$ cat src/rtl/adc_conv_scheduler.sv
// ADC conversion scheduler: brings up the ADC over a byte-wide SPI engine,
// then arbitrates requesters round-robin and runs one single-shot conversion
// per grant, returning the 24-bit result with a one-cycle ack.
module adc_conv_scheduler #(
    parameter int unsigned NREQ         = 4,
    parameter logic [23:0] CSR_WORD     = 24'h000000,
    parameter int unsigned DRDY_TIMEOUT = 1000000
) (
    input  logic            clk,
    input  logic            rst,
    input  logic [NREQ-1:0] req,
    output logic [NREQ-1:0] ack,
    output logic [23:0]     data,
    output logic            ready,
    output logic            err,
    output logic            spi_start,
    output logic [7:0]      spi_tx,
    input  logic            spi_done,
    input  logic [7:0]      spi_rx,
    input  logic            adc_sdo,
    output logic            adc_cs_n
);

    typedef enum logic [3:0] {
        StInit,
        StSetup,
        StCal,
        StCalWait,
        StIdle,
        StConv,
        StDrdyWait,
        StRead,
        StDone
    } state_e;

    state_e          state_q, state_d;
    logic [3:0]      cnt_q, cnt_d;
    logic            pending_q, pending_d;
    logic [31:0]     tmo_q, tmo_d;
    logic [2:0]      chan_q, chan_d;
    logic [2:0]      ptr_q, ptr_d;
    logic [15:0]     shift_q, shift_d;
    logic [1:0]      sdo_sync_q;
    logic            sdo_s;

    logic            spi_start_q, spi_start_d;
    logic [7:0]      spi_tx_q, spi_tx_d;
    logic            cs_n_q, cs_n_d;
    logic [NREQ-1:0] ack_q, ack_d;
    logic [23:0]     data_q, data_d;
    logic            ready_q, ready_d;
    logic            err_q, err_d;

    logic            send_en;
    logic [7:0]      tx_byte;
    logic            last_byte;
    logic            byte_done;

    logic [7:0]      req_ext;
    logic            gnt_found;
    logic [2:0]      gnt_idx;
    logic [2:0]      gnt_next;
    logic [3:0]      cand;

    assign sdo_s   = sdo_sync_q[1];
    assign req_ext = 8'(req);

    // Round-robin search starting at ptr_q, wrapping modulo NREQ.
    always_comb begin
        gnt_found = 1'b0;
        gnt_idx   = ptr_q;
        cand      = 4'd0;
        for (int k = 0; k < NREQ; k++) begin
            cand = {1'b0, ptr_q} + 4'(k);
            if (cand >= 4'(NREQ)) begin
                cand = cand - 4'(NREQ);
            end
            if (!gnt_found && req_ext[cand[2:0]]) begin
                gnt_found = 1'b1;
                gnt_idx   = cand[2:0];
            end
        end
        gnt_next = (({1'b0, gnt_idx} + 4'd1) == 4'(NREQ)) ? 3'd0 : gnt_idx + 3'd1;
    end

    // Byte to send in the current state, whether sending is allowed, and
    // whether the current byte is the last one of the state.
    always_comb begin
        send_en   = 1'b0;
        tx_byte   = 8'h00;
        last_byte = 1'b0;
        case (state_q)
            StInit: begin
                send_en   = 1'b1;
                tx_byte   = (cnt_q == 4'd15) ? 8'hFE : 8'hFF;
                last_byte = (cnt_q == 4'd15);
            end
            StSetup: begin
                send_en   = 1'b1;
                last_byte = (cnt_q == 4'd3);
                case (cnt_q)
                    4'd0:    tx_byte = 8'h05;
                    4'd1:    tx_byte = CSR_WORD[23:16];
                    4'd2:    tx_byte = CSR_WORD[15:8];
                    default: tx_byte = CSR_WORD[7:0];
                endcase
            end
            StCal: begin
                send_en   = 1'b1;
                tx_byte   = 8'h81;
                last_byte = 1'b1;
            end
            StCalWait: begin
                // Flag-clearing read only once calibration reports done.
                send_en   = ~sdo_s;
                tx_byte   = 8'h00;
                last_byte = 1'b1;
            end
            StConv: begin
                send_en   = 1'b1;
                tx_byte   = 8'h80 | {2'b00, chan_q, 3'b000};
                last_byte = 1'b1;
            end
            StRead: begin
                send_en   = 1'b1;
                tx_byte   = 8'h00;
                last_byte = (cnt_q == 4'd3);
            end
            default: begin
                send_en = 1'b0;
            end
        endcase
    end

    // Next-state, SPI handshake and registered-output computation.
    always_comb begin
        state_d     = state_q;
        cnt_d       = cnt_q;
        pending_d   = pending_q;
        tmo_d       = tmo_q;
        chan_d      = chan_q;
        ptr_d       = ptr_q;
        shift_d     = shift_q;
        spi_start_d = 1'b0;
        spi_tx_d    = spi_tx_q;
        cs_n_d      = cs_n_q;
        ack_d       = '0;
        data_d      = data_q;
        ready_d     = ready_q;
        err_d       = 1'b0;
        byte_done   = 1'b0;

        // One transfer in flight at a time; a done with nothing pending is ignored.
        if (send_en && !pending_q) begin
            spi_start_d = 1'b1;
            spi_tx_d    = tx_byte;
            pending_d   = 1'b1;
            cs_n_d      = 1'b0;
        end
        if (pending_q && spi_done) begin
            pending_d = 1'b0;
            byte_done = 1'b1;
        end

        case (state_q)
            StInit: begin
                if (byte_done) begin
                    cnt_d = cnt_q + 4'd1;
                    if (last_byte) begin
                        state_d = StSetup;
                        cnt_d   = 4'd0;
                        cs_n_d  = 1'b1;
                    end
                end
            end
            StSetup: begin
                if (byte_done) begin
                    cnt_d = cnt_q + 4'd1;
                    if (last_byte) begin
                        state_d = StCal;
                        cnt_d   = 4'd0;
                        cs_n_d  = 1'b1;
                    end
                end
            end
            StCal: begin
                // Chip select stays low so the ADC can report ready on sdo.
                if (byte_done) begin
                    state_d = StCalWait;
                end
            end
            StCalWait: begin
                if (byte_done) begin
                    state_d = StIdle;
                    ready_d = 1'b1;
                    cs_n_d  = 1'b1;
                end
            end
            StIdle: begin
                if (gnt_found) begin
                    chan_d  = gnt_idx;
                    ptr_d   = gnt_next;
                    cnt_d   = 4'd0;
                    state_d = StConv;
                end
            end
            StConv: begin
                if (byte_done) begin
                    tmo_d   = 32'd0;
                    state_d = StDrdyWait;
                end
            end
            StDrdyWait: begin
                if (!sdo_s) begin
                    cnt_d   = 4'd0;
                    state_d = StRead;
                end else if (tmo_q == 32'(DRDY_TIMEOUT - 1)) begin
                    err_d   = 1'b1;
                    ready_d = 1'b0;
                    cs_n_d  = 1'b1;
                    cnt_d   = 4'd0;
                    state_d = StInit;
                end else begin
                    tmo_d = tmo_q + 32'd1;
                end
            end
            StRead: begin
                if (byte_done) begin
                    cnt_d = cnt_q + 4'd1;
                    // First received byte only clears the ready flag.
                    if (cnt_q != 4'd0) begin
                        shift_d = {shift_q[7:0], spi_rx};
                    end
                    if (last_byte) begin
                        data_d = {shift_q, spi_rx};
                        for (int k = 0; k < NREQ; k++) begin
                            ack_d[k] = (chan_q == 3'(k));
                        end
                        cs_n_d  = 1'b1;
                        cnt_d   = 4'd0;
                        state_d = StDone;
                    end
                end
            end
            StDone: begin
                state_d = StIdle;
            end
            default: begin
                state_d = StInit;
            end
        endcase
    end

    // State and output registers with synchronous reset.
    always_ff @(posedge clk) begin
        if (rst) begin
            state_q     <= StInit;
            cnt_q       <= 4'd0;
            pending_q   <= 1'b0;
            tmo_q       <= 32'd0;
            chan_q      <= 3'd0;
            ptr_q       <= 3'd0;
            shift_q     <= 16'd0;
            spi_start_q <= 1'b0;
            spi_tx_q    <= 8'h00;
            cs_n_q      <= 1'b1;
            ack_q       <= '0;
            data_q      <= 24'd0;
            ready_q     <= 1'b0;
            err_q       <= 1'b0;
        end else begin
            state_q     <= state_d;
            cnt_q       <= cnt_d;
            pending_q   <= pending_d;
            tmo_q       <= tmo_d;
            chan_q      <= chan_d;
            ptr_q       <= ptr_d;
            shift_q     <= shift_d;
            spi_start_q <= spi_start_d;
            spi_tx_q    <= spi_tx_d;
            cs_n_q      <= cs_n_d;
            ack_q       <= ack_d;
            data_q      <= data_d;
            ready_q     <= ready_d;
            err_q       <= err_d;
        end
    end

    // Two-flop synchronizer for the asynchronous ADC ready line (idle high).
    always_ff @(posedge clk) begin
        if (rst) begin
            sdo_sync_q <= 2'b11;
        end else begin
            sdo_sync_q <= {sdo_sync_q[0], adc_sdo};
        end
    end

    assign spi_start = spi_start_q;
    assign spi_tx    = spi_tx_q;
    assign adc_cs_n  = cs_n_q;
    assign ack       = ack_q;
    assign data      = data_q;
    assign ready     = ready_q;
    assign err       = err_q;

endmodule

$ cat config.mk
export PLATFORM = sky130hd
export DESIGN_NAME = adc_conv_scheduler
export DESIGN_NICKNAME = d
export VERILOG_FILES = /design/src/rtl/adc_conv_scheduler.sv
export SDC_FILE = /design/constraint.sdc
export NUM_CORES = 1
export LEC_CHECK = 0
export ABC_CLOCK_PERIOD_IN_PS = 4300
export CAP_MARGIN = 20
export CORE_MARGIN = 2
export CORE_UTILIZATION = 41
export CTS_CLUSTER_DIAMETER = 200
export CTS_CLUSTER_SIZE = 40
export DETAILED_ROUTE_END_ITERATION = 10
export PLACE_DENSITY_LB_ADDON = 0.15
export SYNTH_ARGS = -nofsm -noshare
export SYNTH_HDL_FRONTEND = slang
export SYNTH_SLANG_ARGS = --single-unit
$ cat constraint.sdc
create_clock -name clk -period 4.3 [get_ports clk]
set_input_delay 0.86 -clock clk [delete_from_list [all_inputs] [get_ports clk]]
set_output_delay 0.86 -clock clk [all_outputs]
set_load 0.05 [all_outputs]
==> out/metrics.csv <==
metric,value,unit
dr.pass1.iters,4,
leakage,2.167,nW
cellPowerDensity,442.1,nW/um^2
drt_iter0_drc,197,
power_frac_comb,0.247,
worst_slack,0.7853,ns
start_util,0.4228,
die_area,12710,um^2
async_flop_share,0,
wirelength,10.63,mm
grt_pass1_wl,18.24,mm
ant_nets,0,
final_cell_mix,"104 x dfxtp_1, 86 x nor2_1, 54 x clkdlybuf4s50_1, 42 x mux2i_1, 38 x nand2_1",
core,11470,um^2
grt_max_degree,47,
cp-end-kind,register,
p_clk_frac,0.319,
ir_drop,0.0003100,V
place_hpwl,7.261,mm
worstSkewPairLatency,0.35,ns
num_rows,39,
dp.cells,729,
yosysUniqueCellTypes,61,
synth_edf_count,0,
maxCapViolations,0,
worstMarginPinSlew,0.8807,ns
overflow,0,
wl_per_cell,14.27,um
ioPinCount,56,
clockBufferDepth,2,
die_h,112.7,um
synth_cells,556,
period_needed,3.515,ns
status,"complete, no violations",
antenna_found_initial,0,
yosysWarnings,0,
die_x,112.7,um
worstPathArrival,3.79,ns
pre_cts_slack,0.6577,ns
skew,0.01143,ns
seq_area_frac_synth,0.4294,
path_class,reg -> reg,
ff2ff_setup_slack,0.79,ns
slew_violations,0,
cp-start-kind,register,
cts-root-buf,clkbuf_16,
antenna_cells,0,
p_int,1.725,mW
nets,619,
cts_tree,yes,
synth_area,4848,um^2
vias,4056,
crit_fanout,11,
synthToLayoutAreaGrowth,19.41,%
p_sw_frac,0.3258,
grt_usage,0.1717,
finalPower,2.559,mW
cts_resized,0,
via_per_inst,5.444,
p_seq_frac,0.434,
synth-seq-cells,104,
drive_gt1_frac,0.06312,
final_cell_count_no_fill,745,
slew_headroom,0.3977,
clkTransAtPathRegs,0.07,ns
postCtsHoldBufs,0,
gp_congestion,0.8335,
drc,0,
synth_flop_cell,dfxtp_1,
fmax,284.5,MHz
final_common_cell,dfxtp_1,
tns,0,ns
switchingPower,0.8338,mW
synth_fp_nets,578,
ctsHtreeMaxLevel,3,
post_cts_buffers,0,
hp-class,reg -> reg,
rsz0062_at_grt,no,
min_period_over_period,0.8174,
required,4.57,ns
clkSinkCount,104,
finalSetupViolCount,0,
avgSynthCellArea,8.720,um^2
port_buffers,55,
grt_pass1_vias,3875,
hold_slack,0.4149,ns
finalHoldViolations,0,
numCtsBuffers,9,
[final cells by class]
type,count,area [um^2]
inverter,10,37.54
multi-input combinational,410,2596
sequential,104,2082
clock inverter,5,63.81
timing repair buffer,62,598.1
tap,143,178.9
fill,1047,5678
clock buffer,11,232.7
[metrics by stage]
stage | utilization | instance area, um^2
final | 0.5049 | 5789
after floorplan | - | 4848
after global placement | 0.4790 | 5493
after global routing | 0.5049 | 5789
after detailed placement | 0.4790 | 5493
after CTS | 0.5049 | 5789
[worst max-delay path: stages, from the launching register on]
cell	delay, ns
dfxtp_1	0.59
inv_1	0.14
ha_1	0.42
mux4_2	0.59
o41a_1	0.42
mux2i_1	0.13
a21oi_1	0.07
or3_1	0.38
ha_1	0.20
or3_1	0.37
a21oi_1	0.13
[power by group through the flow]
stage / clock (mW) / combinational (mW) / sequential (mW)
after global routing: 0.887 / 0.695 / 1.12
after global placement: 0 / 0.618 / 1.13
after detailed placement: 0 / 0.631 / 1.13
final: 0.817 / 0.632 / 1.11
after floorplan: 0 / 0.399 / 1.19
after CTS: 0.840 / 0.634 / 1.11
[cells by family after synthesis]
group           share of synthesized area
flops                              0.4294
buf+inv                           0.03510
mux                                0.1076
simple gates                       0.2625
compound gates                     0.1102
xor+xnor                          0.03974
fa+ha+maj                         0.01548
[path summary, 6_finish.rpt]
check,cells after the start,to,from
setup reg to reg,10,ptr_q[0]$_SDFFE_PP0P_,ptr_q[0]$_SDFFE_PP0P_
setup / recovery,10,ptr_q[0]$_SDFFE_PP0P_,ptr_q[0]$_SDFFE_PP0P_
hold / removal,1,sdo_sync_q[1]$_SDFF_PP1_,sdo_sync_q[0]$_SDFF_PP1_
hold reg to reg,1,sdo_sync_q[1]$_SDFF_PP1_,sdo_sync_q[0]$_SDFF_PP1_
[flip-flops by register name, indices dropped and copies added (netlist names), 4 cells and up]
signal,count
spi_tx,7
shift_q,16
ack,4
state_q,4
data,24
cnt_q,4
tmo_q,32
[routing by layer]
layer  global-route usage  vias to the layer above  routed length (um)
met3              0.03321                       11                 390
met1               0.2337                     1905                5264
met5                    0                        -                   0
met4              0.06016                        0                 121
li1                     -                     2068                   -
met2               0.2739                       72                4853
[cell usage after synthesis, drive strengths merged, types with 9 or more instances]
library cell,number,area [um^2]
a21oi,37,185.2
buf,9,46.29
clkbuf,23,86.33
dfxtp,104,2082
inv,10,37.54
mux2i,42,420.4
nand2,38,142.6
nand3,21,105.1
nand4,14,87.58
nor2,86,322.8
nor3,20,100.1
o21ai,18,90.08
or3,10,62.56
or4,10,78.82
xor2,16,140.1
No activity file was read; power rests on OpenSTA's default activity.
